`src/rtl/alu_seq.sv`:
```
// Clocked ALU with valid/ready handshakes, registered z/zero/carry results,
// and two multi-cycle ops: iterative shift-add multiply and variable logical shift right.
module alu_seq #(
  parameter int unsigned WIDTH = 16
) (
  input  logic             clk,
  input  logic             rst_n,
  input  logic             in_valid,
  output logic             in_ready,
  input  logic [2:0]       op,
  input  logic [WIDTH-1:0] x,
  input  logic [WIDTH-1:0] y,
  output logic             out_valid,
  input  logic             out_ready,
  output logic [WIDTH-1:0] z,
  output logic             zero,
  output logic             carry
);

  localparam int unsigned SHW  = $clog2(WIDTH);
  localparam int unsigned CntW = SHW + 1;

  localparam logic [2:0] OpAdd  = 3'd0;
  localparam logic [2:0] OpAnd  = 3'd1;
  localparam logic [2:0] OpOr   = 3'd2;
  localparam logic [2:0] OpXor  = 3'd3;
  localparam logic [2:0] OpAny  = 3'd4;
  localparam logic [2:0] OpShr1 = 3'd5;
  localparam logic [2:0] OpMul  = 3'd6;
  localparam logic [2:0] OpShrn = 3'd7;

  typedef enum logic [1:0] {StIdle, StBusy, StDone} state_e;

  state_e            state_q;
  logic              rst_done_q;
  logic [WIDTH-1:0]  z_q;
  logic              zero_q;
  logic              carry_q;
  logic [WIDTH-1:0]  acc_q;
  logic [WIDTH-1:0]  mcand_q;
  logic [WIDTH-1:0]  mplier_q;
  logic [CntW-1:0]   count_q;
  logic              is_mul_q;

  logic              accept;
  logic [SHW-1:0]    shamt;
  logic [WIDTH:0]    add_full;
  logic [WIDTH-1:0]  single_z;
  logic [WIDTH-1:0]  step_z;

  // rst_done_q keeps in_ready low until the first edge after reset release.
  assign in_ready  = rst_done_q &&
                     ((state_q == StIdle) || ((state_q == StDone) && out_ready));
  assign accept    = in_valid && in_ready;
  assign out_valid = (state_q == StDone);
  assign z         = z_q;
  assign zero      = zero_q;
  assign carry     = carry_q;
  assign shamt     = y[SHW-1:0];

  always_comb begin
    add_full = {1'b0, x} + {1'b0, y};
    single_z = '0;
    unique case (op)
      OpAdd:  single_z = add_full[WIDTH-1:0];
      OpAnd:  single_z = x & y;
      OpOr:   single_z = x | y;
      OpXor:  single_z = x ^ y;
      OpAny:  single_z = {{(WIDTH-1){1'b0}}, |x};
      OpShr1: single_z = {1'b0, x[WIDTH-1:1]};
      OpShrn: single_z = x;  // only reached with a zero shift amount
      default: single_z = '0;
    endcase
  end

  // One iteration of the active multi-cycle op; the multiplier is consumed LSB first.
  always_comb begin
    step_z = '0;
    if (is_mul_q) begin
      step_z = acc_q + (mplier_q[0] ? mcand_q : '0);
    end else begin
      step_z = {1'b0, acc_q[WIDTH-1:1]};
    end
  end

  always_ff @(posedge clk or negedge rst_n) begin
    if (!rst_n) begin
      state_q    <= StIdle;
      rst_done_q <= 1'b0;
      z_q        <= '0;
      zero_q     <= 1'b0;
      carry_q    <= 1'b0;
      acc_q      <= '0;
      mcand_q    <= '0;
      mplier_q   <= '0;
      count_q    <= '0;
      is_mul_q   <= 1'b0;
    end else begin
      rst_done_q <= 1'b1;
      unique case (state_q)
        StIdle, StDone: begin
          if (accept) begin
            if (op == OpMul) begin
              state_q  <= StBusy;
              is_mul_q <= 1'b1;
              acc_q    <= '0;
              mcand_q  <= x;
              mplier_q <= y;
              count_q  <= CntW'(WIDTH);
            end else if ((op == OpShrn) && (shamt != '0)) begin
              state_q  <= StBusy;
              is_mul_q <= 1'b0;
              acc_q    <= x;
              count_q  <= CntW'(shamt);
            end else begin
              state_q <= StDone;
              z_q     <= single_z;
              zero_q  <= (single_z == '0);
              carry_q <= (op == OpAdd) ? add_full[WIDTH] : 1'b0;
            end
          end else if ((state_q == StDone) && out_ready) begin
            state_q <= StIdle;
          end
        end
        StBusy: begin
          acc_q    <= step_z;
          mcand_q  <= {mcand_q[WIDTH-2:0], 1'b0};
          mplier_q <= {1'b0, mplier_q[WIDTH-1:1]};
          count_q  <= count_q - CntW'(1);
          if (count_q == CntW'(1)) begin
            state_q <= StDone;
            z_q     <= step_z;
            zero_q  <= (step_z == '0);
            carry_q <= 1'b0;
          end
        end
        default: state_q <= StIdle;
      endcase
    end
  end

endmodule

```
`config.mk`:
```
export PLATFORM = sky130hd
export DESIGN_NAME = alu_seq
export DESIGN_NICKNAME = d
export VERILOG_FILES = /design/src/rtl/alu_seq.sv
export SDC_FILE = /design/constraint.sdc
export NUM_CORES = 1
export LEC_CHECK = 0
export CORE_MARGIN = 3
export CORE_UTILIZATION = 50
export DETAILED_ROUTE_END_ITERATION = 10
export DONT_BUFFER_PORTS = 1
export SYNTH_ARGS = -nofsm -noshare
export SYNTH_HDL_FRONTEND = slang
export SYNTH_SLANG_ARGS = --single-unit
export TNS_END_PERCENT = 30
```
`constraint.sdc`:
```
create_clock -name clk -period 3.6 [get_ports clk]
set_input_delay 0.9 -clock clk [delete_from_list [all_inputs] [get_ports clk]]
set_output_delay 0.9 -clock clk [all_outputs]
set_load 0.05 [all_outputs]
```
* Word-level counts from Yosys, hierarchy flattened *
Cells that the tools add are included.

storage, ports and cells
  flip-flop bits (word level) = 75
  bits in latches = 0
  RAM bits = 0
  ROM bits = 0
  input bits = 39
  output and inout port bits = 20
  logic and storage cells = 93
  memories kept = 0

operators by class
  add/subtract/negate cells = 3
  $mul = 0
  div/mod/pow operators = 0
  $lt $le $gt $ge = 0
  eq/ne operators = 17
  shift-type cells = 0
  mux-type cells = 41
  bitwise operators = 3
  reduce and logical (&&, ||, !) cells = 19

operators by type and width
  operator             count
  $mux 16              13
  $pmux 16 s2          4
  $pmux 16 s7          1
  $logic_not 16->1     2
  $add 16x16->17       1
  $add 16x16->16       1
  $and 16x16->16       1
  $or 16x16->16        1
  $reduce_or 16->1     1
  $xor 16x16->16       1
  $mux 5               3
  $eq 3x3->1 const B   4
  $mux 1               11
  $mux 2               5
  $ne 2x2->1 const B   5
  $pmux 5 s2           1
  $reduce_and 3->1     3
  $eq 3x2->1 const B   2
  $ne 3x3->1 const B   2
  $eq 5x1->1 const B   1
  $reduce_and 5->1     1
  $sub 5x1->5 const B  1
  $logic_and 1x1->1    4
  $pmux 1 s2           2
  11 further kinds     12

* Logic depth before layout (Yosys ltp) *
  depth after elaboration = 7
  mapped depth = 13
  gate-level depth less buffers = 13

* Worst setup path after synthesis *
No wires, ideal clock.

  kind = input to register
  from = input port y[0]
  to = register zero_q, in the netlist zero
  library setup time = 0.095 ns
  arrival time = 3.225 ns
  required time = 3.505 ns
  setup slack = 0.280 ns
  stages on the path = 11
  path buffers = 0
  cell sequence = ha_1 -> fa_1 -> a211oi_1 -> o21ai_1 -> a311o_1 -> nand2_1 -> o21ai_0 -> or4_1 -> nor4_1 -> a32oi_1 -> o31ai_1

on the way
  longest elaborated chain between the ends = 7
  elaborated cells on any way between the ends = 14
  those cells by class = 1 x add/sub; 1 x eq/ne; 5 x mux; 3 x bitwise; 4 x reduce/logical

ends and longest elaborated chain
  element                                 RTL line  source
  start: declaration                      12        input logic [WIDTH-1:0] y,
  $add 16x16->17 (tied with other cells)  62        add_full = {1'b0, x} + {1'b0, y};
  $pmux 16 s7                             64        unique case (op)
  $logic_not 16->1                        118       zero_q <= (single_z == '0);
  $mux 1                                  110       end else if ((op == OpShrn) && (shamt != '0)) begin
  $mux 1                                  103       if (op == OpMul) begin
  $mux 1                                  102       if (accept) begin
  $pmux 1 s2                              100       unique case (state_q)
  end signal: assignment                  118
  end signal: assignment                  133       zero_q <= (step_z == '0);
  end: declaration                        37        logic zero_q;

Several ways; a longest one is shown, not always the timed one. The select of a mux whose other input is x is not followed.
A chain may end at the register's enable or synchronous reset.

* Worst setup path in the final report *
Ends and elaborated chain as after synthesis.

==> results_dict.tcl <==
set metrics [dict create \
    status "completed" \
    areaGrowthSynthToFinish_pct 6.93 \
    clkLatencyLatePin_ns 0.35 \
    critPathMaxFanout 4 \
    layout-drive-gt1-share 0.0833 \
    ys_warn_count 0 \
    ys_ff_latch 75 \
    r2r-start "mcand_q[0]" \
    clockRootBuffer "clkbuf_16" \
    grt_pass1_wl_mm 33.6 \
    synthCells 829 \
    yosysSeqAreaShare 0.288 \
    grt_use_total 0.297 \
    synthArstFlopShare 1.00 \
    cts_resized 0 \
    max_slew_margin 0.260 \
    vdd_drop_max_v 0.000293 \
    wl_per_cell_um 21.2 \
    hold_ws_ns 0.237 \
    tightest_slew_ns 1.11 \
    min_period_over_period 0.932 \
    crit_required_ns 3.85 \
    totalWireLength_mm 20.9 \
    grt_start_max_net_pins 76 \
    vias_per_cell 6.31 \
    finalSetupViolCount 0 \
    ioPinCount 59 \
    cts_tree "built" \
    drv_cap 0 \
    place_area_mm2 0.00668 \
    dp.final_hpwl_mm 15.6 \
    place_congestion 0.993 \
    crit_type "input port to register" \
    final-hold-violation-count 0 \
    cts_hold_buf 0 \
    postSynthNetCount 919 \
    fin_area_mm2 0.00697 \
    hold_path_class "input port to async pin" \
    drc_errors 0 \
    rows 41 \
    syn_avg_cell_area_um2 7.87 \
    nets 901 \
    cts_htree_levels 3 \
    skew_ns 0.00771 \
    synth_edf_count 0 \
    ff2ff_path_depth 13 \
    die_w_um 120 \
    cts_buffers 9 \
    path_clk_slew_ns 0.07 \
    fmax_ghz 0.298 \
    portBuffers 0 \
    synth_compound_area_frac 0.254 \
    synthAdderAreaFrac 0.100 \
    dr.pass1.iters 6 \
    vias 6236 \
    rsz0062_at_grt "false" \
    die-area_mm2 0.0144 \
    period_needed_ns 3.36 \
    coreArea_mm2 0.0127 \
    end_kind "register" \
    reg2reg_slack_ns 0.34 \
    synth_top_family_by_area "compound AO/OA/AOI/OAI gates" \
    start_util 0.515 \
    clk_path_buf_depth 2 \
    synth_cell_types 80 \
    tns_ns 0 \
    yosys-mux-area-fraction 0.0520 \
    r2r-end "zero" \
    powerDensity_mw_per_mm2 644 \
    p_leak_nw 3.13 \
    nFillCells 1244 \
    yosys.area_share.simple 0.214 \
    drv_slew 0 \
    antenna_left 0 \
    cp_data_arrival_time_ns 3.60 \
    overflow 0 \
    diodes 0 \
    cts_sinks 75 \
    drt_iter0_drc 482 \
    cts_setup_buffers 0 \
    yosys.area_share.xor_xnor 0.0242 \
    synthFlopType "dfrtp_1" \
    netlist_area_mm2 0.00652 \
    worst_setup_path_start_kind "input port" \
    grt_pass1_vias 6186 \
    fp.dieH_um 120 \
    antenna_found_initial 0 \
    post-route-util 0.550 \
]
[kinds of logic after synthesis]
family / count (synthesis)
multiplexers: 32
AND/OR/NAND/NOR: 288
AO/OA/AOI/OAI: 266
flip-flops: 75
other: 1
XOR/XNOR: 18
adder cells (fa/ha/maj): 51
buffers and inverters: 98
[per-stage QoR]
step           setup slack [ns]  total power, mW  instances
4_1_cts                   0.242             4.49        988
3_5_place_dp          -0.000668             3.60        972
2_1_floorplan             0.280             3.10        829
3_3_place_gp              0.105             3.55        972
6_report                  0.244             4.49        988
5_1_grt                  0.0601             4.81        988
[metal layers]
layer  up-vias  routed length, µm  GRT usage
met5         -                  0          0
met4         0                514     0.0909
met3        35               1500     0.0692
li1       2929                  -          -
met1      3070               9190      0.398
met2       202               9730      0.480
[worst max path at each step]
stage / startpoint / endpoint / slack, ns / depth (start not counted)
2_1_floorplan: y[0] / zero / 0.28 / 11
3_3_place_gp: y[0] / zero / 0.11 / 11
3_5_place_dp: y[0] / zero / -0.0007 / 11
4_1_cts: mcand_q[0] / zero / 0.24 / 13
5_1_grt: y[0] / zero / 0.06 / 11
6_report: y[0] / zero / 0.24 / 11
[cell usage after synthesis (10+ instances only)]
cell type,n,share of area
inv_1,43,0.025
mux2i_1,20,0.031
nor3_1,11,0.0084
mux2_2,11,0.019
a211oi_1,18,0.021
and3_1,12,0.012
a31oi_1,12,0.012
xnor2_1,12,0.016
ha_1,49,0.094
clkbuf_1,36,0.021
o21ai_0,72,0.055
nand2_1,80,0.046
nor2_1,81,0.047
nor2b_1,15,0.014
dfrtp_1,75,0.29
a21o_1,10,0.012
and2_1,17,0.016
nand3_1,21,0.016
a21oi_1,84,0.064
nand2b_1,12,0.012
[cell type report]
type                       instances  area [µm²]  share of cell area
clock buffer                       9         225              0.0323
clock inverter                     7        58.8             0.00843
inverter                          43         161              0.0231
multi-input combinational        656        4230               0.606
sequential                        75        1880               0.269
tap                              172         215              0.0309
timing repair buffer              26         208              0.0298
[state kept, by name, summed over array words and instances, names as in the netlist]
signal / cells
count_q: 5
state_q: 2
mcand_q: 16
acc_q: 16
is_mul_q: 1
mplier_q: 16
carry: 1
zero: 1
rst_done_q: 1
z: 16
[worst max-delay path, cell delays in order]
cell and delay, ns:
ha_1 0.21, fa_1 0.44, a211o_1 0.30, a21oi_1 0.19, nor4b_1 0.08, nor3_1 0.35
nand4_1 0.18, or4_1 0.44, nor4_1 0.23, a32oi_1 0.17, o31ai_1 0.11
[power breakdown]
group / switching (mW) / internal [mW] / leakage (nW) / total (mW)
clock network: 0.404 / 0.478 / 0.133 / 0.881
logic: 0.990 / 0.763 / 2.07 / 1.75
registers: 0.658 / 1.20 / 0.930 / 1.86
[cells in the final DEF, fill, tap and decap left out, drive strengths merged, types with 3 or more instances in the layout]
master / count
dfrtp: 75
a32oi: 4
clkbuf: 9
nor2: 81
a22oi: 6
o21ai: 74
nand2b: 12
inv: 47
a2111oi: 3
and2: 17
a211oi: 19
a21oi: 85
a311oi: 3
mux2: 12
o22a: 4
o21bai: 3
xnor2: 12
nor3: 12
nand4: 8
or3: 5
o21a: 5
nand2: 81
o211ai: 6
nand3: 21
nor4: 8
a211o: 5
o31ai: 5
a21o: 10
nor3b: 5
mux2i: 20
o22ai: 4
nor2b: 15
a31oi: 12
and3: 12
ha: 49
xor2: 6
buf: 26
No activity file was read; power rests on OpenSTA's default activity.
